--- config.mk ---
export PLATFORM = sky130hd
export DESIGN_NAME = display_arbiter
export DESIGN_NICKNAME = d
export VERILOG_FILES = /design/src/rtl/display_arbiter.sv
export SDC_FILE = /design/constraint.sdc
export NUM_CORES = 1
export LEC_CHECK = 0
export ABC_AREA = 1
export BUFFER_PORTS_ARGS = -buffer_cell sky130_fd_sc_hd__buf_2
export CAP_MARGIN = 20
export CELL_PAD_IN_SITES_DETAIL_PLACEMENT = 1
export CELL_PAD_IN_SITES_GLOBAL_PLACEMENT = 2
export CORE_MARGIN = 5
export CORE_UTILIZATION = 26
export CTS_CLUSTER_DIAMETER = 150
export CTS_CLUSTER_SIZE = 24
export DETAILED_ROUTE_END_ITERATION = 6
export PLACE_DENSITY = 0.77
export SLEW_MARGIN = 10
export SYNTH_ARGS = -nofsm -noshare
export SYNTH_HDL_FRONTEND = slang
export SYNTH_SLANG_ARGS = --single-unit
--- constraint.sdc ---
create_clock -name clock -period 2.2 [get_ports clock]
set_input_delay 0.44 -clock clock [delete_from_list [all_inputs] [get_ports clock]]
set_output_delay 0.44 -clock clock [all_outputs]
set_load 0.05 [all_outputs]
--- src/rtl/display_arbiter.sv ---
// Shares one seven-segment display driver among a background owner and two event requesters.
// Optional error blink on requester 2 is built only when DISP_ARB_BLINK_EN is defined.
module display_arbiter #(
    parameter int unsigned HOLD_CYCLES  = 100000000,
    parameter int unsigned BLINK_CYCLES = 25000000
) (
    input  logic        clock,
    input  logic        reset,
    input  logic [2:0]  req,
    input  logic [31:0] value0,
    input  logic [31:0] value1,
    input  logic [31:0] value2,
    input  logic        mode0,
    input  logic        mode1,
    input  logic        mode2,
    output logic [2:0]  grant,
    output logic [31:0] input_number,
    output logic        mode,
    output logic        busy,
    output logic        blank
);

    typedef enum logic [1:0] {
        S_DEFAULT,
        S_HOLD,
        S_OWN
    } state_t;

    if (HOLD_CYCLES < 1 || BLINK_CYCLES < 1) begin : g_bad_params
        $error("display_arbiter: HOLD_CYCLES and BLINK_CYCLES must be at least 1");
    end

    state_t      state;
    state_t      nxt_state;
    logic [1:0]  owner;      // 1 or 2 while busy, 0 in DEFAULT
    logic [1:0]  nxt_owner;
    logic [1:0]  rr;         // preferred event requester, 1 or 2
    logic [31:0] hold_cnt;
    logic        take;       // a new event grant starts this edge
    logic [1:0]  other;
    logic [1:0]  alt;
    logic [1:0]  winner;

    always_comb begin
        // NOTE: every signal assigned here gets a default first so no latch is inferred.
        nxt_state = state;
        nxt_owner = owner;
        take      = 1'b0;
        other     = (owner == 2'd1) ? 2'd2 : 2'd1;
        alt       = (rr == 2'd1) ? 2'd2 : 2'd1;
        winner    = req[rr] ? rr : alt;
        case (state)
            S_DEFAULT: begin
                if (req[1] | req[2]) begin
                    take      = 1'b1;
                    nxt_state = S_HOLD;
                    nxt_owner = winner;
                end
            end
            S_HOLD: begin
                if (hold_cnt == 32'd0) begin
                    if (req[other]) begin
                        take      = 1'b1;
                        nxt_owner = other;
                    end else if (req[owner]) begin
                        nxt_state = S_OWN;
                    end else begin
                        nxt_state = S_DEFAULT;
                        nxt_owner = 2'd0;
                    end
                end
            end
            S_OWN: begin
                if (req[other]) begin
                    take      = 1'b1;
                    nxt_state = S_HOLD;
                    nxt_owner = other;
                end else if (!req[owner]) begin
                    nxt_state = S_DEFAULT;
                    nxt_owner = 2'd0;
                end
            end
            default: begin
                nxt_state = S_DEFAULT;
                nxt_owner = 2'd0;
            end
        endcase
    end

    // Outputs are registered from the next-state decision, giving one-cycle request latency.
    always_ff @(posedge clock) begin
        if (reset) begin
            state        <= S_DEFAULT;
            owner        <= 2'd0;
            rr           <= 2'd1;
            hold_cnt     <= 32'd0;
            grant        <= 3'b000;
            input_number <= 32'd0;
            mode         <= 1'b0;
            busy         <= 1'b0;
        end else begin
            // NOTE: sequential state uses non-blocking assignments so all registers update together.
            state <= nxt_state;
            owner <= nxt_owner;
            if (take) begin
                hold_cnt <= HOLD_CYCLES - 32'd1;
                rr       <= (nxt_owner == 2'd1) ? 2'd2 : 2'd1;
            end else if (state == S_HOLD && hold_cnt != 32'd0) begin
                hold_cnt <= hold_cnt - 32'd1;
            end
            if (nxt_state == S_DEFAULT) begin
                grant        <= {2'b00, req[0]};
                input_number <= value0;
                mode         <= mode0;
                busy         <= 1'b0;
            end else begin
                grant        <= 3'b001 << nxt_owner;
                input_number <= (nxt_owner == 2'd2) ? value2 : value1;
                mode         <= (nxt_owner == 2'd2) ? mode2 : mode1;
                busy         <= 1'b1;
            end
        end
    end

`ifdef DISP_ARB_BLINK_EN
    logic [31:0] blink_cnt;

    always_ff @(posedge clock) begin
        if (reset) begin
            blank     <= 1'b0;
            blink_cnt <= 32'd0;
        end else if (nxt_state != S_DEFAULT && nxt_owner == 2'd2) begin
            if (take) begin
                blank     <= 1'b0;
                blink_cnt <= BLINK_CYCLES - 32'd1;
            end else if (blink_cnt == 32'd0) begin
                blank     <= ~blank;
                blink_cnt <= BLINK_CYCLES - 32'd1;
            end else begin
                blink_cnt <= blink_cnt - 32'd1;
            end
        end else begin
            blank     <= 1'b0;
            blink_cnt <= 32'd0;
        end
    end
`else
    assign blank = 1'b0;
`endif

endmodule

==> results.txt, run 1 <==
- Setup violations remaining at the end of the flow were counted as 0.
- In this run the worst path has a maximum fanout of 6.
- Die area: 19,600 um^2
* Number of instances in the synthesized netlist: 688
- In this design, the stage delay of the slowest critical-path cell is roughly 350 ps.
* CTS Hold Bufs: 0
- The critical path starts at hold_cnt[1]$_SDFFE_PP0P_.
- Core utilization of the finished layout: 0.356
- Synth unique cells: 32
- GRT Util Overall: 0.172
- Detail Route met3 WL: between 1.5 and 2 mm
* Number of warning messages in the yosys log: 0
* HPWL after DPL: 13.4 mm
- The via count of the first global-routing pass is 5,365.
- In this run the tool buffered the top-level ports with 140 buffer cells.
* Number of top-level pins: 142
- Mean cell area of the mapped netlist: 6.37 um^2
- Number of synthesized register bits: 75
* WL per Instance: ~16 um
- Type of the tightest min-delay check: in -> reg
- Met1 layer wirelength in the final routing: roughly 7.0 mm
- In this run the remaining antenna-violating nets after routing total 0.
* Starting density of the core: 0.264
- The count of endpoints failing hold in the final timing report was 0.
- Max-slew headroom: 0.611
- The tool flagged a number of max-cap violations equal to 0.
- Overflow left after global routing: 0
- Clock-pin slew was measured on the worst setup and hold paths at 70 ps.
- Sort of element at the end of the critical path: flip-flop
* Standard-cell rows: 47
- In this run the clock root is driven by a clkbuf_16.
- At the worst endpoint, the arrival time is 2300 ps.
- Setup slack on the worst reg-to-reg path comes out at roughly 180 ps.
* Maximum count of clock buffers along a single path: 2
- The pre-antenna-repair detailed-routing pass consisted of 4 iterations.
- The clock reaches the later pin of the worst-skew pair after 350 ps.
- The number of antenna violations at the first check in global routing came to 8.
* Bufs and invs on worst path: 3
- H-tree lvl count: 3
- Detailed-route via count: ~5.0k
* Worst endpoint required time: 2470 ps
* Width of the die: 140 um
* Post-synthesis sequential area ratio: 0.343
- Subtracting the final worst setup slack from the clock period gives 2020 ps.
- Entering global routing, the biggest net connects 41 pins.
- The worst setup path is of the reg -> reg kind.
- The net count of the finished layout is 954.
* Worst Max-Slew Pin Slew: 582 ps
- Adding up every negative setup slack in the final design gives 0 ps.
- The final layout contains routed wiring with a total length of 16.9 mm.
* Upper clock frequency limit: 494 MHz
- The startpoint identified for the worst register-to-register timing path is hold_cnt[1]$_SDFFE_PP0P_.
- Total power for the finished layout comes to 4.95 mW.
- Leakage power figure: 2.97 nW
- Total clock buffers created by CTS: 9
- Fraction of layout instances using a drive strength above 1: 0.265
- For this design, the slowest cell found on the critical path is dfxtp_1.
* Worst-case vdd ir drop: approximately 0.0004 V
- Post-Synthesis Net Count: 794
- Starting DRT DRC Count: around 180
- The run finished with clean final reports.
* Period utilisation layout: 0.920
- Die height: 140 um
- RePlAce Congestion: between 0.8 and 0.9
- Cell Chain, Critical Path: inv_1 > ha_1 > nand2_1 > nor2_2 > nand2_1 > nor2_4 > nor2_4 > buf_6 > nand2_4 > inv_1 > nand2_1 > xor2_1 > a21oi_1
- Total met2 wirelength after detailed routing: approximately 8 mm
- Sink count of the clock tree: 75
- The core region is roughly 17,000 um^2.
* Worst hold path startpoint: value0[3]
- Post-synthesis instance area: 4380 um^2
- Clock tree from TritonCTS: done
- Power spread over the standard cell area amounts to 839 nW/um^2.
- Dividing the detail-routed via count by the number of cells gives between 4 and 5.
- The worst setup path is launched from a flip-flop.
- By instance count, the cell type seen most on the critical path is nand2_1.
- Between clock sinks in the finished design, the worst skew comes to between 8 and 9 ps.
* Max Slew Vio Count: 0
- After detailed routing, no signal wire sits above met5.
* Dominant delay contributor by cell family on the critical path: simple AND/OR/NAND/NOR gates
* Wire length of the first global-routing pass: approximately 27 mm
- Area growth, synth to finish: 34.6%
- After detailed routing, the number of remaining DRC violations is 0.
==> what timing repair did <==
action                                  4_1_cts  5_1_grt
endpoints found under the setup margin        0       52
gates resized for setup                       0       13
buffers inserted                              0        2
==> where the power goes <==
part | total (mW) | internal, mW | switching (mW)
registers | 1.58 | 1.51 | 0.0761
clock network | 1.59 | 0.921 | 0.673
logic | 1.77 | 0.578 | 1.19
==> routing by layer <==
layer | up-vias | global-route usage
met1 | 2340 | 0.198
li1 | 2523 | -
met3 | 29 | 0.0786
met4 | 12 | 0.0530
met2 | 144 | 0.287
met5 | - | 0
==> area by class of cell <==
type | instances | area [um^2]
timing repair buffer | 182 | 1110
tap | 220 | 275
inverter | 76 | 285
antenna | 3 | 7.51
multi-input combinational | 504 | 2410
fill | 2174 | 10700
sequential | 75 | 1500
clock inverter | 6 | 71.3
clock buffer | 10 | 239
==> worst min-delay path: stages <==
cell and delay [ps]:
buf_2 70, o21ai_1 60, nor2_1 80
==> synth_stat cells, drive strengths merged <==
library cell,number,area share
nor2,160,0.15
a21oi,70,0.080
mux2i,1,0.0023
a22oi,1,0.0017
conb,1,0.00086
xnor2,3,0.0060
inv,76,0.065
nand2,130,0.12
o31ai,1,0.0017
xor2,12,0.024
o21ai,44,0.051
o211ai,4,0.0069
dfxtp,75,0.34
buf,24,0.041
a31oi,4,0.0057
ha,2,0.0057
nand4,7,0.010
or2,2,0.0029
clkbuf,9,0.0077
nor4,3,0.0043
nand3,53,0.062
nor3,6,0.0069
==> kinds of logic (layout without fill, tap and decap cells) <==
logic type,Yosys count,in the layout,synth area share
compound gates,124,124,0.147
xor+xnor,15,15,0.0300
fa+ha+maj,2,2,0.00571
buf+inv,109,274,0.114
flops,75,75,0.343
mux,1,1,0.00228
other cells,1,4,0.000856
simple gates,361,361,0.357
==> cell usage in the layout (no fill, tap or decap), types with 2 or more instances in the layout <==
master	n
diode_2	3
a31oi_1	4
o21ai_1	4
nor2_8	2
buf_2	140
nand2_1	124
buf_6	4
inv_1	76
or2_2	2
nand4_1	7
dfxtp_1	74
buf_4	32
nand2_2	3
nand3_1	51
xor2_1	12
xnor2_1	3
o211ai_1	4
nor2_2	9
inv_6	2
nor2_1	144
nand2_4	3
clkinvlp_4	2
o21ai_0	39
clkbuf_16	9
ha_1	2
nor2_4	5
buf_12	6
a21oi_1	70
nor4_1	3
nor3_1	6
==> through the flow <==
stage          setup slack [ps]  cell area [um^2]  cells  hold WS [ps]
5_1_grt                  -0.785              5900   1074           355
3_3_place_gp                153              5520   1055           470
3_5_place_dp                127              5520   1055           485
6_report                    176              5900   1076           342
2_1_floorplan               377              4380    688           457
4_1_cts                     102              5830   1071           336
==> sequential cells by signal, indices dropped and copies added, names as in the netlist <==
register,flops
input_number,32
grant,3
busy,1
mode,1
rr,2
owner,2
state,2
hold_cnt,32
==> worst paths after layout <==
kind              cells after the start                         end
hold / removal                        3  input_number[3]$_SDFF_PP0_
setup / recovery                     13   hold_cnt[24]$_SDFFE_PP0P_
hold reg to reg                       2   hold_cnt[27]$_SDFFE_PP0P_
setup reg to reg                     13   hold_cnt[24]$_SDFFE_PP0P_
Note: power is estimated with default switching activity, not from simulation.
==> run 2, diff against run 1 <==
--- a/config.mk
+++ b/config.mk
@@ -16,6 +16,7 @@
 export CTS_CLUSTER_SIZE = 24
 export DETAILED_ROUTE_END_ITERATION = 6
 export PLACE_DENSITY = 0.77
+export SETUP_SLACK_MARGIN = 0.4
 export SLEW_MARGIN = 10
 export SYNTH_ARGS = -nofsm -noshare
 export SYNTH_HDL_FRONTEND = slang
==> results.txt, run 2 (synthesis gave the netlist of run 1 again) <==
- Clock-pin slew of the registers on the worst-case setup and hold paths: 70 ps
* Maximum number of pins on one net before global-route repair: 39
- After the first detailed-routing iteration, the DRC count stood at 190.
* Setup repair after global routing missed its margin: true
- STA classifies the critical path startpoint as a flip-flop.
* Total clock buffers created by CTS: 9
- Die height: 140 um
* Via count of the first global-routing pass: 5,809
- The startpoint identified for the worst hold timing path is value0[7].
- Cell Chain, Critical Path: nor2_4 > nand2_2 > nor2_4 > nand2_2 > nor2_4 > buf_6 > nor2_4 > buf_12 > nor2_8 > nand2_4 > buf_12 > clkbuf_16 > o21ai_0 > nor2_1
- Drc violations: 0
- Setup slack, reg-to-reg: about 130 ps
- After routing the design area is between 7000 and 8000 um^2.
- Using the TritonRoute via totals, the vias-per-cell ratio works out to 4.77.
- Number of failing hold endpoints at the final stage: 0
- Across the run, the number of max-cap violations was 0.
- Period utilisation layout: 0.940
- The final layout contains routed wiring with a total length of 21.3 mm.
* Count of fill cells added during filler insertion: 2,101
* Worst endpoint required time: 2440 ps
* Placement Cell Area: between 5000 and 6000 um^2
- Worst-case vdd ir drop: 0.000413 V
* R2r startpoint: hold_cnt[29]$_SDFFE_PP0P_
* WL per Instance: 18.4 um
- Routability-driven placement finished with a final weighted congestion of roughly 0.88.
- During placement, the flow inserted port buffers numbering 140.
- Maximum count of clock buffers along a single path: 2
- The number of hold buffers added after CTS was 0.
- Derived from the worst setup path, the maximum achievable clock frequency is 483 MHz.
- Maximum fanout encountered on the critical timing path: 9
- Core ar.: 16,600 um^2
* Width of the die: 140 um
* H-tree lvl count: 3
- The max-slew violation count was 0.
- Routed Antenna Nets: 0
- The clock reaches the later pin of the worst-skew pair after approximately 350 ps.
* Die area: 19,600 um^2
* Setup Total Neg Slack: 0 ps
- The analysis attributes to cell leakage a power of about 3.6 nW.
- Most common cell after layout, fill and taps aside: buf_2
- Across all layers, the routed design uses 5,517 vias.
- The largest single stage delay on the critical path is approximately 340 ps.
* End of the critical path: input_number[10]$_SDFF_PP0_
- Initial antenna violation count: 4
* Clock root buffer master: clkbuf_16
- Min cycle time layout: roughly 2100 ps
- For this design, the slowest cell found on the critical path is dfxtp_2.
* Wire length of the first global-routing pass: 30.1 mm
- Power density relative to cell area: 767 nW/um^2
- Critical Path Start: hold_cnt[29]$_SDFFE_PP0P_
* TritonRoute pass-1 iters: 5
- The flow ran to the end, and the final reports show no timing, DRC or antenna violations.
- Sort of element at the end of the critical path: flip-flop
* Net count, final: between 1k and 1.5k
* Number of top-level pins: between 100 and 150
- Summed over all layers, the global routing overflow is 0.
* Data arrival time at the worst-slack endpoint: 2300 ps
* GRT Util Overall: 0.193
* Worst reg-to-reg path cell count: 14
* Largest registers: hold_cnt: 32 flops, input_number: 32 flops, grant: 3 flops
* Most frequent cells in the layout: 140 x buf_2, 119 x nor2_1, 101 x nand2_1, 73 x buf_4, 66 x inv_1
* Starting density of the core: 0.264
* Clock tree from TritonCTS: done
* Total of endpoints with negative setup slack in the final report: 0
- The clock drives 75 sinks.
- Clock skew on the completed layout was measured at ~12 ps.
- OpenSTA, run right after detailed placement, puts the worst setup slack at -289 ps.
- Area growth, synth to finish: 69.5%
* Fraction of layout instances using a drive strength above 1: 0.466
- Counting stages on the worst path, the most repeated cell is nor2_4.
* Critical register-to-register path endpoint: input_number[10]$_SDFF_PP0_
- The floorplan has 47 rows.
- The tightest min-delay check is of the in -> reg type.
- Setup slack on the critical path of the routed design comes to 131 ps.
- Kind of critical path: reg -> reg
* HPWL after DPL: 13.2 mm
run 2: cell count changes in the layout (fill, tap and decap cells not counted), sizes merged:
cell and delta:
clkinv +1, clkbuf +10, buf +67, inv -1
clkinvlp -1, nor2 +6, diode -1
run 2: per-layer routing:
layer / GRT usage / vias to the layer above / routed length, um / share of wire
li1: - / 2693 / - / -
met1: 0.213 / 2636 / 8470 / 0.40
met4: 0.0551 / 6 / 410 / 0.019
met3: 0.0700 / 33 / 1400 / 0.066
met2: 0.349 / 149 / 11000 / 0.52
met5: 0 / - / 41 / 0.0019
run 2: timing repair:
action                     CTS  global route
hold endpoints to repair     0             0
pin swaps                   37            42
cloned                       8            11
resized for setup          112            84
setup endpoints to repair   74            73
buffers inserted            31             7
run 2: area by class of cell:
type	instances	area (um^2)	share of cell area
Clock buffer	11	253	0.0340
Clock inverter	5	60.1	0.00808
Timing Repair Buffer	258	2030	0.273
Sequential cell	75	1530	0.206
Antenna cell	2	5.00	0.000674
Inverter	76	285	0.0384
Tap cell	220	275	0.0370
Multi-Input combinational cell	510	2990	0.403
run 2: worst min-delay path by stage:
stage | end | slack (ps) | cells after the start
after global placement | hold_cnt[5]$_SDFFE_PP0P_ | 490 | 2
after detailed placement | hold_cnt[5]$_SDFFE_PP0P_ | 510 | 2
final | input_number[7]$_SDFF_PP0_ | 350 | 3
after CTS | input_number[0]$_SDFF_PP0_ | 340 | 3
after global routing | input_number[1]$_SDFF_PP0_ | 350 | 3
after floorplan | hold_cnt[0]$_SDFFE_PP0P_ | 460 | 2
run 2: metrics by stage:
step	total power, mW	util	hold slack [ps]	instances
final	5.70	0.448	348	1157
after global routing	5.95	0.448	348	1156
after CTS	5.37	0.411	342	1137
after detailed placement	3.39	0.345	508	1082
after global placement	3.34	0.345	491	1082
after floorplan	2.81	-	457	688
run 2: power by group:
part           switching, mW  total (mW)  internal [mW]
registers             0.0840        1.60           1.51
logic                   1.51        2.49          0.980
clock network          0.664        1.61          0.946
total                   2.26        5.70           3.44
run 2: critical path: cells and delay by family, from the launching register on:
kind / cells / cell delay [ps]
flops: 1 / 340
buf+inv: 4 / 540
compound gates: 1 / 210
simple gates: 9 / 860
==> run 3, diff against run 2 <==
--- a/config.mk
+++ b/config.mk
@@ -10,6 +10,7 @@
 export CAP_MARGIN = 20
 export CELL_PAD_IN_SITES_DETAIL_PLACEMENT = 1
 export CELL_PAD_IN_SITES_GLOBAL_PLACEMENT = 2
+export CORE_ASPECT_RATIO = 1.75
 export CORE_MARGIN = 5
 export CORE_UTILIZATION = 26
 export CTS_CLUSTER_DIAMETER = 150
@@ -17,7 +18,7 @@
 export DETAILED_ROUTE_END_ITERATION = 6
 export PLACE_DENSITY = 0.77
 export SETUP_SLACK_MARGIN = 0.4
-export SLEW_MARGIN = 10
+export SLEW_MARGIN = 20
 export SYNTH_ARGS = -nofsm -noshare
 export SYNTH_HDL_FRONTEND = slang
 export SYNTH_SLANG_ARGS = --single-unit
==> results.txt, run 3 (synthesis gave the netlist of run 1 again) <==
- The flow ran to the end, and the final reports show no timing, DRC or antenna violations.
* Setup Total Neg Slack: 0 ps
- Pin placement for this block handled 142 I/O pins.
- Crit start category: flip-flop
- For this run, global-route usage on met1 was measured as 0.193.
- In the global route stage, overall resource usage came out at 0.194.
- In the routed design, unresolved DRC markers number 0.
- Static timing analysis puts the maximum clock frequency at 492 MHz.
- Min cycle time layout: roughly 2000 ps
- TritonCTS built the clock tree.
- Total power for the finished layout comes to 5.47 mW.
- Data arrival time at the worst-slack endpoint: 2260 ps
- Sort of element at the end of the critical path: flip-flop
- HPWL after DPL: 13.5 mm
* Largest registers: hold_cnt: 32 flops, input_number: 32 flops, grant: 3 flops
* Via count of the first global-routing pass: 5,872
- After detailed routing, the total wire length is 20.6 mm.
- Clock insertion delay at the later pin of the skew report: about 340 ps
- After the first detailed-routing iteration, the DRC count stood at 130.
- The pre-antenna-repair detailed-routing pass consisted of 4 iterations.
- Entering global routing, the biggest net connects 51 pins.
- Clock-pin slew of the registers on the worst-case setup and hold paths: ~70 ps
- The count of endpoints failing hold in the final timing report came to 0.
- The die covers 19,700 um^2.
* Maximum count of clock buffers along a single path: 2
- The initial utilization of the core area, before any placement, comes to 0.265.
- For this run the aggregate overflow at the end of global routing stands at 0.
- Routed vias/inst: around 5
- The number of antenna diodes in the final layout is 0.
* Count of max-cap constraint violations: 0
- Worst endpoint required time: 2430 ps
- The critical path is of the reg -> reg type.
* Setup slack, reg-to-reg: between 150 and 200 ps
* Placement Setup Slack: ~51 ps
- Number of buffers added on ports: 140
* Period utilisation layout: 0.924
- Routed Antenna Nets: 0
- In this design, the stage delay of the slowest critical-path cell is roughly 320 ps.
- At the end of routability-driven placement, the weighted congestion stood at 0.862.
* Met2 capacity usage during global routing: 0.360
- In the final layout, the share of cells above drive strength 1 is 0.436.
* Type of the tightest min-delay check: in -> reg
- From synthesis to final layout, the design area changed by 63.7%.
* Count of fill cells added during filler insertion: 2,083
- Setup repair after global routing missed its margin: true
- For met3 alone, demand over resource in global routing was 0.0494.
- Leakage power figure: 3.46 nW
- WL per Instance: 18.3 um
- Least setup slack across all paths after layout: 167 ps
* Most common cell after layout, fill and taps aside: buf_2
* Worst-case vdd ir drop: 0.000339 V
- Core ar.: 16,500 um^2
- Sink count of the clock tree: 75
- Standard-cell rows: 62
- The detailed router placed 5,474 vias in this run.
- H-tree lvl count: 3
- The cell sitting at the root of the clock tree is a clkbuf_16.
- Setup violations remaining at the end of the flow were counted as 0.
* Skew final: 10.7 ps
* Crit-path slowest cell: dfxtp_2
* Wire length of the first global-routing pass: 30.0 mm
- Most frequent cells in the layout: 140 x buf_2, 125 x nor2_1, 98 x nand2_1, 64 x inv_1, 53 x a21oi_1
* Net count, final: around 1.0k
- Of all nets on the critical path, the largest fanout is 7.
- In this run the power density over the cells is 762 nW/um^2.
* Cell Chain, Critical Path: inv_2 > ha_4 > nand2_2 > nor2_2 > nand2_2 > nor2_4 > nor2_4 > nor2_8 > nand2_8 > buf_8 > buf_12 > buf_16 > o21ai_0 > nor2_1
* Most crowded layer after global routing: met2
- Counting the buffers created by CTS gives 9.
- Initial antenna violation count: 0
- In this run the vertical extent of the chip is 182 um.
- In this run the horizontal extent of the chip is between 100 and 150 um.
- Max Slew Vio Count: 0
-- run 3: changes by cell type in the layout (fill, tap and decap cells not counted), sizes merged --
cell | previous run | this run
clkbuf | 20 | 17
buf | 249 | 221
nand3 | 53 | 54
inv | 77 | 75
clkinv | 2 | 6
nor2 | 166 | 160
diode | 2 | 0
bufinv | 1 | 0
clkinvlp | 1 | 2
-- run 3: where the power goes --
part	internal [mW]	switching, mW	leakage [nW]
Sequential	1.51	0.101	0.632
Combinational	0.992	1.48	2.70
Clock	0.760	0.622	0.135
Total	3.27	2.20	3.46
-- run 3: through the flow --
step | instances | cell area (um^2) | utilization | hold WS [ps]
final | 1125 | 7170 | 0.434 | 333
after global routing | 1125 | 7170 | 0.434 | 350
after CTS | 1094 | 6350 | 0.384 | 328
after detailed placement | 1048 | 5450 | 0.330 | 481
after global placement | 1048 | 5450 | 0.330 | 471
after floorplan | 688 | 4390 | - | 457
-- run 3: layer usage --
layer	part of all wire	wire length, um	vias to the layer above
li1	-	-	2626
met1	0.34	6970	2605
met2	0.55	11400	178
met3	0.054	1120	65
met4	0.053	1100	0
met5	0	0	-
-- run 3: layout make-up --
class                           count  area [um^2]  area share
Multi-Input combinational cell    505         2890       0.403
Timing Repair Buffer              229         1890       0.263
Sequential cell                    75         1550       0.216
Inverter                           76          292      0.0406
Tap cell                          224          280      0.0391
Clock buffer                        9          225      0.0314
Clock inverter                      7         45.0     0.00628
-- run 3: final timing paths --
path	cells after the start	start	end
hold / removal	3	value0[8]	input_number[8]$_SDFF_PP0_
setup / recovery	14	hold_cnt[1]$_SDFFE_PP0P_	input_number[26]$_SDFF_PP0_
setup reg to reg	14	hold_cnt[1]$_SDFFE_PP0P_	input_number[26]$_SDFF_PP0_
hold reg to reg	2	hold_cnt[5]$_SDFFE_PP0P_	hold_cnt[5]$_SDFFE_PP0P_
-- run 3: what timing repair did --
item | in CTS | in global routing
hold buffers | 0 | 0
gates resized for setup | 81 | 125
setup buffers | 21 | 19
pin swaps | 11 | 64
gates cloned | 9 | 12
setup endpoints to repair | 73 | 74
hold endpoints to repair | 0 | 0
-- run 3: critical path: cells and delay by family, from the launching register on --
family	cells	cell delay, ps
AO/OA/AOI/OAI	1	180
adder cells (fa/ha/maj)	1	140
buffers and inverters	4	470
flip-flops	1	320
AND/OR/NAND/NOR	8	810
